==> src/rtl/hazard_stall_ctrl.sv <==
// Pipeline hazard/stall controller: load-use bubbles, taken-branch squash,
// memory-busy freeze with watchdog halt. Optional perf counters via HAZARD_PERF_EN.
module hazard_stall_ctrl #(
  parameter int unsigned MEM_WAIT_MAX = 16
) (
  input  logic        CLK,
  input  logic        RST_n,
  input  logic [4:0]  IFID_Rs,
  input  logic [4:0]  IFID_Rt,
  input  logic        IFID_UsesRt,
  input  logic        IDEX_MemRead,
  input  logic [4:0]  IDEX_Rt,
  input  logic        EXMEM_BranchTaken,
  input  logic        MemBusy,
  output logic        PCWrite,
  output logic        IFID_Write,
  output logic        IDEX_Write,
  output logic        EXMEM_Write,
  output logic        MEMWB_Write,
  output logic        IFID_Flush,
  output logic        IDEX_Flush,
  output logic        EXMEM_Flush,
  output logic        MEMWB_Flush,
  output logic        MemTimeout,
  output logic [31:0] StallCycles,
  output logic [31:0] FlushCount
);

  typedef enum logic [1:0] {
    ST_RUN  = 2'd0,
    ST_WAIT = 2'd1,
    ST_HALT = 2'd2
  } state_t;

  localparam logic [7:0] WAIT_MAX_C = 8'(MEM_WAIT_MAX);

  state_t     state_r;
  state_t     state_nxt_s;
  logic [7:0] wait_cnt_r;
  logic [7:0] wait_cnt_nxt_s;
  logic [7:0] busy_cnt_s;
  logic       lu_s;

  function automatic logic load_use_hazard(
    input logic       mem_read,
    input logic [4:0] ld_rt,
    input logic [4:0] rs,
    input logic [4:0] rt,
    input logic       uses_rt
  );
    return mem_read & (ld_rt != 5'd0) &
           ((ld_rt == rs) | (uses_rt & (ld_rt == rt)));
  endfunction

  assign lu_s = load_use_hazard(IDEX_MemRead, IDEX_Rt, IFID_Rs, IFID_Rt, IFID_UsesRt);

  // Number of consecutive busy cycles including the current one.
  assign busy_cnt_s = (state_r == ST_WAIT) ? (wait_cnt_r + 8'd1) : 8'd1;

  // State, wait counter register
  always_ff @(posedge CLK or negedge RST_n) begin
    if (!RST_n) begin
      state_r    <= ST_RUN;
      wait_cnt_r <= 8'd0;
    end else begin
      state_r    <= state_nxt_s;
      wait_cnt_r <= wait_cnt_nxt_s;
    end
  end

  // Next-state and pipeline control decode
  always_comb begin
    state_nxt_s    = state_r;
    wait_cnt_nxt_s = wait_cnt_r;
    PCWrite        = 1'b0;
    IFID_Write     = 1'b0;
    IDEX_Write     = 1'b0;
    EXMEM_Write    = 1'b0;
    MEMWB_Write    = 1'b0;
    IFID_Flush     = 1'b0;
    IDEX_Flush     = 1'b0;
    EXMEM_Flush    = 1'b0;
    MEMWB_Flush    = 1'b0;
    MemTimeout     = 1'b0;
    if (!RST_n) begin
      state_nxt_s    = ST_RUN;
      wait_cnt_nxt_s = 8'd0;
    end else begin
      case (state_r)
        ST_RUN, ST_WAIT: begin
          if (MemBusy) begin
            // Freeze: only MEM/WB advances, and it takes a bubble.
            MEMWB_Write    = 1'b1;
            MEMWB_Flush    = 1'b1;
            wait_cnt_nxt_s = busy_cnt_s;
            if (busy_cnt_s == WAIT_MAX_C) begin
              state_nxt_s = ST_HALT;
            end else begin
              state_nxt_s = ST_WAIT;
            end
          end else begin
            PCWrite        = 1'b1;
            IFID_Write     = 1'b1;
            IDEX_Write     = 1'b1;
            EXMEM_Write    = 1'b1;
            MEMWB_Write    = 1'b1;
            state_nxt_s    = ST_RUN;
            wait_cnt_nxt_s = 8'd0;
            // Branch beats load-use: the stalled instruction is on the wrong path.
            if (EXMEM_BranchTaken) begin
              IFID_Flush  = 1'b1;
              IDEX_Flush  = 1'b1;
              EXMEM_Flush = 1'b1;
            end else if (lu_s) begin
              PCWrite    = 1'b0;
              IFID_Write = 1'b0;
              IDEX_Flush = 1'b1;
            end else begin
              IDEX_Flush = 1'b0;
            end
          end
        end
        ST_HALT: begin
          MemTimeout     = 1'b1;
          state_nxt_s    = ST_HALT;
          wait_cnt_nxt_s = wait_cnt_r;
        end
        default: begin
          state_nxt_s    = ST_RUN;
          wait_cnt_nxt_s = 8'd0;
        end
      endcase
    end
  end

`ifdef HAZARD_PERF_EN
  logic [31:0] stall_cnt_r;
  logic [31:0] flush_cnt_r;
  logic        stall_evt_s;
  logic        flush_evt_s;

  assign stall_evt_s = ~PCWrite & (state_r != ST_HALT);
  assign flush_evt_s = IFID_Flush;

  // Saturating stall / flush performance counters
  always_ff @(posedge CLK or negedge RST_n) begin
    if (!RST_n) begin
      stall_cnt_r <= 32'd0;
      flush_cnt_r <= 32'd0;
    end else begin
      if (stall_evt_s && (stall_cnt_r != 32'hFFFF_FFFF)) begin
        stall_cnt_r <= stall_cnt_r + 32'd1;
      end
      if (flush_evt_s && (flush_cnt_r != 32'hFFFF_FFFF)) begin
        flush_cnt_r <= flush_cnt_r + 32'd1;
      end
    end
  end

  assign StallCycles = stall_cnt_r;
  assign FlushCount  = flush_cnt_r;
`else
  assign StallCycles = 32'd0;
  assign FlushCount  = 32'd0;
`endif

endmodule

==> config.mk <==
export PLATFORM = sky130hd
export DESIGN_NAME = hazard_stall_ctrl
export DESIGN_NICKNAME = d
export VERILOG_FILES = /design/src/rtl/hazard_stall_ctrl.sv
export SDC_FILE = /design/constraint.sdc
export NUM_CORES = 1
export LEC_CHECK = 0
export BUFFER_PORTS_ARGS = -buffer_cell sky130_fd_sc_hd__buf_2
export CELL_PAD_IN_SITES_DETAIL_PLACEMENT = 1
export CELL_PAD_IN_SITES_GLOBAL_PLACEMENT = 1
export CORE_MARGIN = 2
export CORE_UTILIZATION = 27
export CTS_CLUSTER_SIZE = 16
export DETAILED_ROUTE_END_ITERATION = 10
export PLACE_DENSITY_LB_ADDON = 0.08
export RECOVER_POWER = 50
export SYNTH_ARGS = -nofsm -noshare
export SYNTH_HDL_FRONTEND = slang
export SYNTH_SLANG_ARGS = --single-unit
==> constraint.sdc <==
create_clock -name CLK -period 1.9 [get_ports CLK]
set_input_delay 0.285 -clock CLK [delete_from_list [all_inputs] [get_ports CLK]]
set_output_delay 0.285 -clock CLK [all_outputs]
set_load 0.1 [all_outputs]
# Word level (Yosys, flattened, before mapping)
# Index checks and enable logic that the tools add are counted.
# op_classes
n_bitwise,4
add_sub_neg,1
n_reduce_logical,3
eq_ne,6
n_mux,32
# ops
cell,n
1-bit two-way mux,24
8-bit two-way mux,3
8-bit case mux with 2 select lines,1
5-bit == test,2
8-bit by 1-bit adder with 8-bit output (second input constant),1
8-bit by 5-bit == test with 1-bit output (second input constant),1
2-bit two-way mux,3
5-bit nonzero test,1
2-bit case mux with 2 select lines,1
1-bit AND,3
2-bit by 1-bit == test with 1-bit output (second input constant),1
2-bit == test (second input constant),1
2-bit logical NOT,1
2-bit != test (second input constant),1
2-bit OR reduction,1
1-bit OR,1
# totals
input_bits,21
out_inout_bits,74
regBits,10

# Longest topological paths before layout
# Gate-level depths: netlist of run 1.
# logic_depth
ltp_word,9
depth_mapped,6

# Worst setup path after synthesis of run 1
# OpenSTA, ideal clock, no wires.
# synth_path
kind,reg2out
from,reg state_r[1]
to,out PCWrite
setup_slack_ps,-4717
t_required_ps,1615
stages_incl_launch_ff,5
path_buffers,1
arrival_time_ps,6332
path_cell_list,dfrtp_1 > nor2b_1 > nor2b_1 > a21boi_0 > buf_4
# synth_via
elab_chain_cells,4
word_cells_on_any_way,5
cone_classes,eq/ne (1); mux (2); reduce/logical (2)
# synth_lines
item,line,rtl
start: declaration,37,state_t state_r;
start signal: assignment,66,state_r <= state_nxt_s;
2-bit by 1-bit == test with 1-bit output or 2-bit logical NOT (tied branches),--,
2-bit OR reduction (*),--,
1-bit two-way mux (*) (2 in a row),--,
end: declaration,15,"output logic PCWrite,"
# Mark *: on every way between the ends. The rest lies on a longest branch, timed or not.

# Final worst setup path of run 1
# layout_path
from,in IFID_Rt[2]
to,out IDEX_Flush
# layout_via
elab_chain_cells,9
# layout_lines
item,line,rtl
start: declaration,9,"input logic [4:0] IFID_Rt,"
5-bit == test,52,((ld_rt == rs) | (uses_rt & (ld_rt == rt)));
1-bit AND,52,
1-bit OR,52,
1-bit AND,51,return mem_read & (ld_rt != 5'd0) &
1-bit two-way mux,114,end else if (lu_s) begin
1-bit two-way mux,110,if (EXMEM_BranchTaken) begin
1-bit two-way mux,91,if (MemBusy) begin
1-bit two-way mux,89,case (state_r)
1-bit two-way mux,85,if (!RST_n) begin
end: declaration,21,"output logic IDEX_Flush,"
# Every way passes these cells.

==> qor.yml, run 1 <==
maxCapViolations: 0
dp_hpwl_mm: 2.34
grt_usage_pct: 10.4
die_h_microns: 73.0
netlist_top_cells_count: "67 x buf_4, 10 x dfrtp_1, 9 x xor2_1"
synth-seq-cells: 10
io_buffer_count: 30
r2r_setup_slack_ns: 0.17
clk_latency_ns: 0.23
vdd.ir_drop.worst_mv: 0.348
wl_mm: 2.81
status: "completed"
timing.final.crit_share_pct: 97.5
dr_total_vias: 964
hold_viol: 0
synth_seq_area_share_pct: 19.5
cts_sinks: 10
synth_edf_count: 0
r2r_start: "wait_cnt_r[0]$_DFFE_PN0N_"
dr.first_iter.drc_count: 21
netlist_top_cells_area: "buf_4 39%, dfrtp_1 19%, xor2_1 6.1%"
skew_ns: 0.00482
leakage_uw: 0.000757
ios: 95
htreeDepth: 1
drc: 0
syn-cell-area_sq_um: 1280
cts-root-buf: "clkbuf_8"
async_flop_share_pct: 100
drive_gt1_share_pct: 26.6
synth.avg_cell_area_sq_um: 8.24
fin_nets: 216
critPathBufInv: 2
max_freq_mhz: 540
ys_types: 31
cpPeakStageDelay_ns: 0.28
ant_nets: 0
diodes: 0
ctsHoldBuffers: 0
gp_congestion: 0.815
synth_area_leader_cell: "buf_4"
grt_remaining_overflow: 0
start_util_pct: 27.6
dr.pass1.iters: 3
ys.flop_type: "dfrtp_1"
r2r_cells: 5
dieArea_sq_um: 5330
worstReg2RegEnd: "state_r[0]$_DFF_PN0_"
area_delta_synth_final_pct: 17.0
synth_warnings: 0
slew_viol_final: 0
period_minus_slack_ns: 1.85
clk_pin_slew_worst_paths_ns: 0.05
crit_path_max_fanout: 2
die-width_microns: 73.0
crit_chain: "buf_6 > xor2_1 > nor4_1 > nand3_1 > a21oi_2 > o21a_1 > buf_12"
arrival_ns: 1.57
slowest_stage: "nor4_1"
start_kind: "input pin"
coreArea_sq_um: 4660
critical_path.top_delay_family: "compound AO/OA/AOI/OAI gates"
antenna_found_initial: 0
tightest_slew_ns: 0.799
cts_tree: "done"
post_drt_wl_per_cell_microns: 11.4
synth_top_area_share_pct: 39.1
pre_cts_slack_ns: -0.0980
grt_max_degree: 20
vias_per_cell: 3.92
worstPathRequired_ns: 1.62
hp-class: "input pin to asynchronous set/reset pin"
netlist_instances: 156
cts_buffer_depth: 2
end_kind: "output pin"
setup.worst_path.class: "input pin to output pin"
cts_buffers: 3
tns_ns: 0
grt_pass1_wl_mm: 4.24
synth_most_common_cell: "buf_4"
setup_viol: 0
power_density_nw_per_um2: 790
grt_setup_unrepaired: "yes"
grt_pass1_vias: 870
num_rows: 25
fin_ws_ns: 0.0478
relSlewSlack_pct: 46.7
[routing by layer]
metal / routed length [microns] / vias up / track usage [%]
met2: 1470 / 63 / 18.8
li1: - / 456 / -
met1: 1090 / 443 / 11.9
met5: 0 / - / 0
met4: 24 / 0 / 3.09
met3: 225 / 2 / 2.62
[worst max-delay path by stage]
| stage | startpoint | to | cells after the start |
|---|---|---|---|
| 2_1_floorplan | state_r[1]$_DFF_PN0_ | PCWrite | 4 |
| 3_3_place_gp | IDEX_Rt[1] | IFID_Write | 6 |
| 3_5_place_dp | IDEX_Rt[4] | IDEX_Flush | 7 |
| 4_1_cts | IDEX_Rt[4] | IDEX_Flush | 7 |
| 5_1_grt | IFID_Rt[2] | IDEX_Flush | 7 |
| 6_report | IFID_Rt[2] | IDEX_Flush | 7 |
[state kept, by name (all words and copies together) (netlist names)]
register / cells
state_r: 2
wait_cnt_r: 8
[cell usage in the layout, fill, tap and decap left out, types with 2 or more instances in the layout]
cell type	instances
a21boi_0	4
a21oi_1	3
and2_1	3
buf_12	8
buf_2	19
buf_4	7
buf_6	2
clkbuf_8	3
conb_1	64
dfrtp_1	10
nand2_1	5
nand3_1	3
nand4_1	2
nand4b_1	2
nor2_1	4
nor2b_1	5
nor2b_4	2
nor3_1	2
o21ai_0	6
or3_1	2
xnor2_1	7
xor2_1	9
[power breakdown]
group,total (uW),internal (uW),switching [uW]
clock network,213,138,74.6
logic,756,80.1,676
registers,219,216,2.82
total,1190,434,753
[final cells by class]
class / instances / area (sq um)
repair buffers: 38 / 349
well taps: 54 / 67.6
inverters: 2 / 11.3
clock buffers: 3 / 41.3
multi-input cells: 139 / 785
fillers: 569 / 3160
flip-flops and latches: 10 / 250
[timing repair]
action | CTS | global route
buffers inserted | 0 | 1
setup endpoints to repair | 3 | 3
gates resized for setup | 2 | 6
pin swaps | 1 | 8
[stage by stage]
step           area [sq um]  util, %  total power [uW]  instances  hold slack, ns
2_1_floorplan          1570        -               992        219         -0.0106
3_3_place_gp           1440     31.0               970        242           0.279
3_5_place_dp           1440     31.0               973        242           0.284
4_1_cts                1490     31.9              1190        245          0.0323
5_1_grt                1500     32.3              1230        246           0.307
6_report               1500     32.3              1190        246           0.238
[logic make-up (layout without fill, tap and decap cells)]
kind of cell,Yosys count,after routing,share of synthesized area (%)
AO/OA/AOI/OAI,22,22,11.6
XOR/XNOR,16,16,10.9
adder cells (fa/ha/maj),1,1,0.974
buffers and inverters,70,43,40.6
flip-flops,10,10,19.5
other,1,64,0.292
AND/OR/NAND/NOR,36,36,16.2
(Power assumes the default switching activity.)
==> run 2, diff against run 1 <==
--- a/config.mk
+++ b/config.mk
@@ -9,7 +9,7 @@
 export CELL_PAD_IN_SITES_DETAIL_PLACEMENT = 1
 export CELL_PAD_IN_SITES_GLOBAL_PLACEMENT = 1
 export CORE_MARGIN = 2
-export CORE_UTILIZATION = 27
+export CORE_UTILIZATION = 29
 export CTS_CLUSTER_SIZE = 16
 export DETAILED_ROUTE_END_ITERATION = 10
 export PLACE_DENSITY_LB_ADDON = 0.08
==> constraint.sdc (replaced) <==
create_clock -name CLK -period 2.2 [get_ports CLK]
set_input_delay 0.33 -clock CLK [delete_from_list [all_inputs] [get_ports CLK]]
set_output_delay 0.33 -clock CLK [all_outputs]
set_load 0.1 [all_outputs]
==> qor.yml, run 2 (synthesized netlist as in run 1, its figures left out) <==
status: "completed"  # unchanged
top_usage_layer: "met2"  # unchanged
cts_sinks: 10  # unchanged
dp_hpwl_mm: 2.26  # was 2.34 mm
leakage_uw: 0.000720  # was 0.000757 uW
cts-root-buf: "clkbuf_8"  # unchanged
arrival_ns: 1.71  # was 1.57 ns
met3_usage_pct: 2.14  # was 2.62%
period_minus_slack_ns: 2.04
relSlewSlack_pct: 43.9  # was 46.7%
top_regs: "wait_cnt_r: 8 flops, state_r: 2 flops"  # unchanged
clkPwrFrac_pct: 22.3  # was 17.9%
setup_viol: 0  # unchanged
vias_per_cell: 3.92  # about the same
mostFrequentLayoutCell: "conb_1"  # unchanged
grt_setup_unrepaired: "no"  # was yes
diodes: 0  # unchanged
hold_viol: 0  # unchanged
holdWs_ns: 0.348  # was 0.238 ns
post_drt_wl_per_cell_microns: 11.2  # was 11.4 microns
tightest_slew_ns: 0.842  # was 0.799 ns
grt_pass1_wl_mm: 4.23  # was 4.24 mm
timing.final.crit_share_pct: 92.9
r2r_start: "state_r[1]$_DFF_PN0_"  # was wait_cnt_r[0]$_DFFE_PN0N_
clk_pin_slew_worst_paths_ns: 0.05  # about the same
cts_buffers: 3  # unchanged
dr_total_vias: 936  # was 964
vdd.ir_drop.worst_mv: 0.280  # was 0.348 mV
cp.depth: 7  # unchanged
power_density_nw_per_um2: 753  # was 790 nW/um^2
worstReg2RegEnd: "wait_cnt_r[6]$_DFFE_PN0N_"  # was state_r[0]$_DFF_PN0_
crit_path_max_fanout: 3  # was 2
drc: 0  # unchanged
gp_congestion: 0.857  # was 0.815
antenna_found_initial: 0  # unchanged
largest_reg_flops: 8  # unchanged
wl_mm: 2.67  # was 2.81 mm
p_seq_share_pct: 17.9  # was 18.5%
final_util_pct: 32.4  # was 32.3%
die-width_microns: 70.6  # was 73.0 microns
slowest_stage: "a21oi_1"  # was nor4_1
cpPeakStageDelay_ns: 0.32  # was 0.28 ns
setup.worst_path.class: "input pin to output pin"  # unchanged
cts_buffer_depth: 2  # unchanged
p_total_uw: 1060  # was 1190 uW
dr.first_iter.drc_count: 16  # was 21
endpoint: "IDEX_Flush"  # unchanged
r2r_setup_slack_ns: 0.40  # was 0.17 ns
area_delta_synth_final_pct: 9.15  # was 17.0%
gr-usage-met2_pct: 19.1  # was 18.8%
use_met1_pct: 11.9  # about the same
ctsHoldBuffers: 0  # unchanged
critical_path.top_delay_family: "compound AO/OA/AOI/OAI gates"  # unchanged
tns_ns: 0  # unchanged
power.switching_uw: 659  # was 753 uW
fin_nets: 210  # was 216
start_util_pct: 29.7  # was 27.6%
mostFrequentLayoutCells: "64 x conb_1, 23 x buf_2, 10 x dfrtp_1"  # was 64 x conb_1, 19 x buf_2, 10 x dfrtp_1
skew_ns: 0.00570  # was 0.00482 ns
max_freq_mhz: 489
ctsResizeCount: 0  # was 2
cts_tree: "done"  # unchanged
grt_pass1_vias: 911  # was 870
crit_path_start: "IDEX_Rt[4]"  # was IFID_Rt[2]
r2r_cells: 4  # was 5
critPathBufInv: 2  # unchanged
hp-class: "input pin to asynchronous set/reset pin"  # unchanged
end_kind: "output pin"  # unchanged
dr.pass1.iters: 4  # was 3
slew_viol_final: 0  # unchanged
grt_remaining_overflow: 0  # unchanged
io_buffer_count: 30  # unchanged
largest_register: "wait_cnt_r"  # unchanged
grt_usage_pct: 10.1  # was 10.4%
clk_latency_ns: 0.24  # was 0.23 ns
grt_max_degree: 20  # unchanged
ant_nets: 0  # unchanged
post_cts_buffers: 0  # unchanged
die_h_microns: 70.6  # was 73.0 microns
nFillCells: 559  # was 569
ios: 95  # unchanged
dieArea_sq_um: 4980  # was 5330 sq um
coreArea_sq_um: 4320  # was 4660 sq um
maxCapViolations: 0  # unchanged
worstPathRequired_ns: 1.87  # was 1.62 ns
drive_gt1_share_pct: 21.9  # was 26.6%
htreeDepth: 1  # unchanged
num_rows: 24  # was 25
start_kind: "input pin"  # unchanged
power.internal_uw: 398  # was 434 uW
crit_chain: "buf_2 > xor2_1 > nor4_1 > nand3_1 > a21oi_1 > o21a_1 > buf_12"  # was buf_6 > xor2_1 > nor4_1 > nand3_1 > a21oi_2 > o21a_1 > buf_12
swShare_pct: 62.4  # was 63.4%
p_comb_share_pct: 59.8  # was 63.6%
## run 2: cell count changes in the layout (fill, tap and decap cells not counted), moves of 2 or more
cell	delta
buf_12	-2
buf_2	+4
buf_4	-6
buf_6	-2
## run 2: cell type report
cell class,instances,area (sq um),share of cell area [%]
timing repair buffer,32,250,17.8
multi-input combinational,139,774,55.2
inverter,2,7.51,0.535
clock buffer,4,55.1,3.93
tap,52,65.1,4.64
sequential,10,250,17.8
## run 2: through the flow
stage                     setup slack, ns  area, sq um  cells
after floorplan                    -0.787         1560    219
after global placement              0.160         1360    235
after detailed placement            0.151         1360    235
after CTS                           0.144         1410    239
after global routing                0.115         1400    239
final                               0.155         1400    239
## run 2: worst reg2reg max path: stages, from the launching register on
cell,delay (ns)
dfrtp_1,0.43
nor2b_1,0.42
nand2_1,0.31
or3_1,0.37
a21boi_0,0.20
## run 2: routing by layer
metal,part of all wire [%],vias up
li1,-,446
met1,40,431
met2,50,57
met3,9.8,2
met4,0.37,0
met5,0,-
## run 2: worst min-delay path by stage
stage	start	endpoint	cells past startpoint
detailed placement	RST_n	state_r[1]$_DFF_PN0_	2
finish	RST_n	wait_cnt_r[5]$_DFFE_PN0N_	2
global route	RST_n	wait_cnt_r[5]$_DFFE_PN0N_	2
CTS	RST_n	wait_cnt_r[5]$_DFFE_PN0N_	2
floorplan	RST_n	state_r[0]$_DFF_PN0_	0
global placement	RST_n	wait_cnt_r[4]$_DFFE_PN0N_	2
## run 2: power groups by stage
stage / clock network [uW] / registers [uW] / logic [uW]
floorplan: 0 / 191 / 665
global placement: 0 / 192 / 629
detailed placement: 0 / 192 / 631
CTS: 243 / 189 / 632
global route: 252 / 189 / 646
finish: 236 / 189 / 632
==> run 3, diff against run 2 <==
--- a/config.mk
+++ b/config.mk
@@ -8,7 +8,7 @@
 export BUFFER_PORTS_ARGS = -buffer_cell sky130_fd_sc_hd__buf_2
 export CELL_PAD_IN_SITES_DETAIL_PLACEMENT = 1
 export CELL_PAD_IN_SITES_GLOBAL_PLACEMENT = 1
-export CORE_MARGIN = 2
+export CORE_MARGIN = 10
 export CORE_UTILIZATION = 29
 export CTS_CLUSTER_SIZE = 16
 export DETAILED_ROUTE_END_ITERATION = 10
==> qor.yml, run 3 (synthesized netlist as in run 1, its figures left out) <==
dieArea_sq_um: 7490  # was 4980 sq um
ctsHoldBuffers: 0  # unchanged
holdWs_ns: 0.353  # was 0.348 ns
power_density_nw_per_um2: 731  # was 753 nW/um^2
placed_cell_area_sq_um: 1360  # unchanged
skew_ns: 0.00202  # was 0.00570 ns
end_kind: "output pin"  # unchanged
htreeDepth: 1  # unchanged
start_util_pct: 29.7  # unchanged
grt_pass1_wl_mm: 5.50  # was 4.23 mm
max_freq_mhz: 489  # about the same
cts_buffer_depth: 2  # unchanged
grt_setup_unrepaired: "no"  # unchanged
dr.pass1.iters: 4  # unchanged
grt_remaining_overflow: 0  # unchanged
antenna_found_initial: 0  # unchanged
dr.first_iter.drc_count: 18  # was 16
maxCapViolations: 0  # unchanged
swShare_pct: 64.6  # was 62.4%
die-width_microns: 86.6  # was 70.6 microns
area_delta_synth_final_pct: 8.37  # was 9.15%
post_drt_wl_per_cell_microns: 14.7  # was 11.2 microns
post_cts_buffers: 0  # unchanged
wl_mm: 3.50  # was 2.67 mm
drive_gt1_share_pct: 22.0  # was 21.9%
vias_per_cell: 3.92  # about the same
ant_nets: 0  # unchanged
diodes: 0  # unchanged
ios: 95  # unchanged
top_regs: "wait_cnt_r: 8 flops, state_r: 2 flops"  # unchanged
largest_reg_flops: 8  # unchanged
cts_buffers: 3  # unchanged
crit_chain: "buf_2 > or4_1 > o21ai_0 > a21oi_2 > a21boi_4 > buf_12"  # was buf_2 > xor2_1 > nor4_1 > nand3_1 > a21oi_1 > o21a_1 > buf_12
start_kind: "input pin"  # unchanged
fin_area_sq_um: 1390  # was 1400 sq um
period_minus_slack_ns: 2.05  # was 2.04 ns
dr_total_vias: 934  # was 936
num_rows: 24  # unchanged
mostFrequentLayoutCell: "conb_1"  # unchanged
mostFrequentLayoutCells: "64 x conb_1, 22 x buf_2, 10 x dfrtp_1"  # was 64 x conb_1, 23 x buf_2, 10 x dfrtp_1
clkPwrFrac_pct: 18.7  # was 22.3%
top_layer: "met4"  # unchanged
io_buffer_count: 30  # unchanged
setup_viol: 0  # unchanged
p_comb_share_pct: 62.7  # was 59.8%
vdd.ir_drop.worst_mv: 0.245  # was 0.280 mV
timing.final.crit_share_pct: 93.0  # was 92.9%
cts_sinks: 10  # unchanged
clk_pin_slew_worst_paths_ns: 0.05  # about the same
slew_viol_final: 0  # unchanged
status: "completed"  # unchanged
critical_path.top_delay_family: "compound AO/OA/AOI/OAI gates"  # unchanged
cpPeakStageDelay_ns: 0.52  # was 0.32 ns
p_seq_share_pct: 18.6  # was 17.9%
cts_tree: "done"  # unchanged
fin_nets: 210  # unchanged
slowest_stage: "or4_1"  # was a21oi_1
clk_latency_ns: 0.23  # was 0.24 ns
critPathBufInv: 2  # unchanged
gp_congestion: 0.793  # was 0.857
crit_path_max_fanout: 3  # unchanged
power.internal_uw: 360  # was 398 uW
largest_register: "wait_cnt_r"  # unchanged
setup.worst_path.class: "input pin to output pin"  # unchanged
drt-met1-wl_mm: 1.31  # was 1.07 mm
worstPathRequired_ns: 1.87  # about the same
grt_pass1_vias: 1066  # was 911
tightest_slew_ns: 0.840  # was 0.842 ns
grt_usage_pct: 8.84  # was 10.1%
drc: 0  # unchanged
wl_met3_microns: 407  # was 261 microns
coreArea_sq_um: 4320  # unchanged
leakage_uw: 0.000713  # was 0.000720 uW
hp-class: "input pin to asynchronous set/reset pin"  # unchanged
nFillCells: 572  # was 559
relSlewSlack_pct: 44.0  # was 43.9%
arrival_ns: 1.72  # was 1.71 ns
dp_hpwl_mm: 3.06  # was 2.26 mm
cts-root-buf: "clkbuf_8"  # unchanged
power.switching_uw: 658  # was 659 uW
grt_max_degree: 20  # unchanged
wl_met2_mm: 1.76  # was 1.33 mm
hold_viol: 0  # unchanged
die_h_microns: 86.6  # was 70.6 microns
run 3: cell count changes in the layout (fill, tap and decap cells not counted):
cell and change:
a21oi_1 -1, a21oi_2 +1, buf_2 -1, clkbuf_2 +1, clkbuf_8 -1
run 3: timing repair:
item / in CTS / in global routing
endpoints found under the hold margin: 0 / 0
resized for setup: 0 / 1
endpoints found under the setup margin: 0 / 1
run 3: worst register-to-register path: stages, from the launching register on:
cell and delay [ns]:
dfrtp_1 0.41, ha_1 0.29, nand4_1 0.17, xnor2_1 0.18, a2111oi_2 0.45, a31o_1 0.21
run 3: power groups by stage:
| stage | Clock (uW) | Sequential [uW] | Combinational [uW] |
|---|---|---|---|
| after floorplan | 0 | 191 | 665 |
| after global placement | 0 | 192 | 630 |
| after detailed placement | 0 | 192 | 633 |
| after CTS | 201 | 189 | 634 |
| after global routing | 210 | 189 | 657 |
| final | 191 | 189 | 638 |
run 3: path summary, 6_finish.rpt:
| kind | start | endpoint | slack [ns] | depth (start not counted) |
|---|---|---|---|---|
| min in group CLK | MemBusy | state_r[0]$_DFF_PN0_ | 0.47 | 3 |
| max in group asynchronous | RST_n | state_r[0]$_DFF_PN0_ | 1.33 | 2 |
| worst max-delay path | IDEX_Rt[1] | IFID_Write | 0.15 | 6 |
| worst min register to register | state_r[0]$_DFF_PN0_ | wait_cnt_r[0]$_DFFE_PN0N_ | 0.48 | 1 |
| worst max register to register | wait_cnt_r[0]$_DFFE_PN0N_ | state_r[1]$_DFF_PN0_ | 0.43 | 5 |
| worst min-delay path | RST_n | wait_cnt_r[3]$_DFFE_PN0N_ | 0.35 | 2 |
run 3: layout make-up:
class / count / area (sq um) / area share [%]
Tap cell: 52 / 65.1 / 4.67
Multi-Input combinational cell: 139 / 778 / 55.9
Inverter: 2 / 7.51 / 0.539
Sequential cell: 10 / 250 / 18.0
Clock buffer: 3 / 41.3 / 2.96
Timing Repair Buffer: 32 / 250 / 18.0
run 3: stage by stage:
stage | worst slack (ns) | total power, uW | setup TNS [ns] | cells | util (%)
2_1_floorplan | -0.787 | 856 | -3.23 | 219 | -
3_3_place_gp | 0.170 | 822 | 0 | 235 | 31.3
3_5_place_dp | 0.126 | 825 | 0 | 235 | 31.3
4_1_cts | 0.120 | 1020 | 0 | 238 | 32.3
5_1_grt | 0.0453 | 1060 | 0 | 238 | 32.2
6_report | 0.155 | 1020 | 0 | 238 | 32.2
run 3: layer usage:
layer | GRT usage [%] | vias to the layer above
met5 | 0 | -
met4 | 2.65 | 0
met3 | 4.03 | 2
met2 | 15.5 | 57
met1 | 9.20 | 428
li1 | - | 447
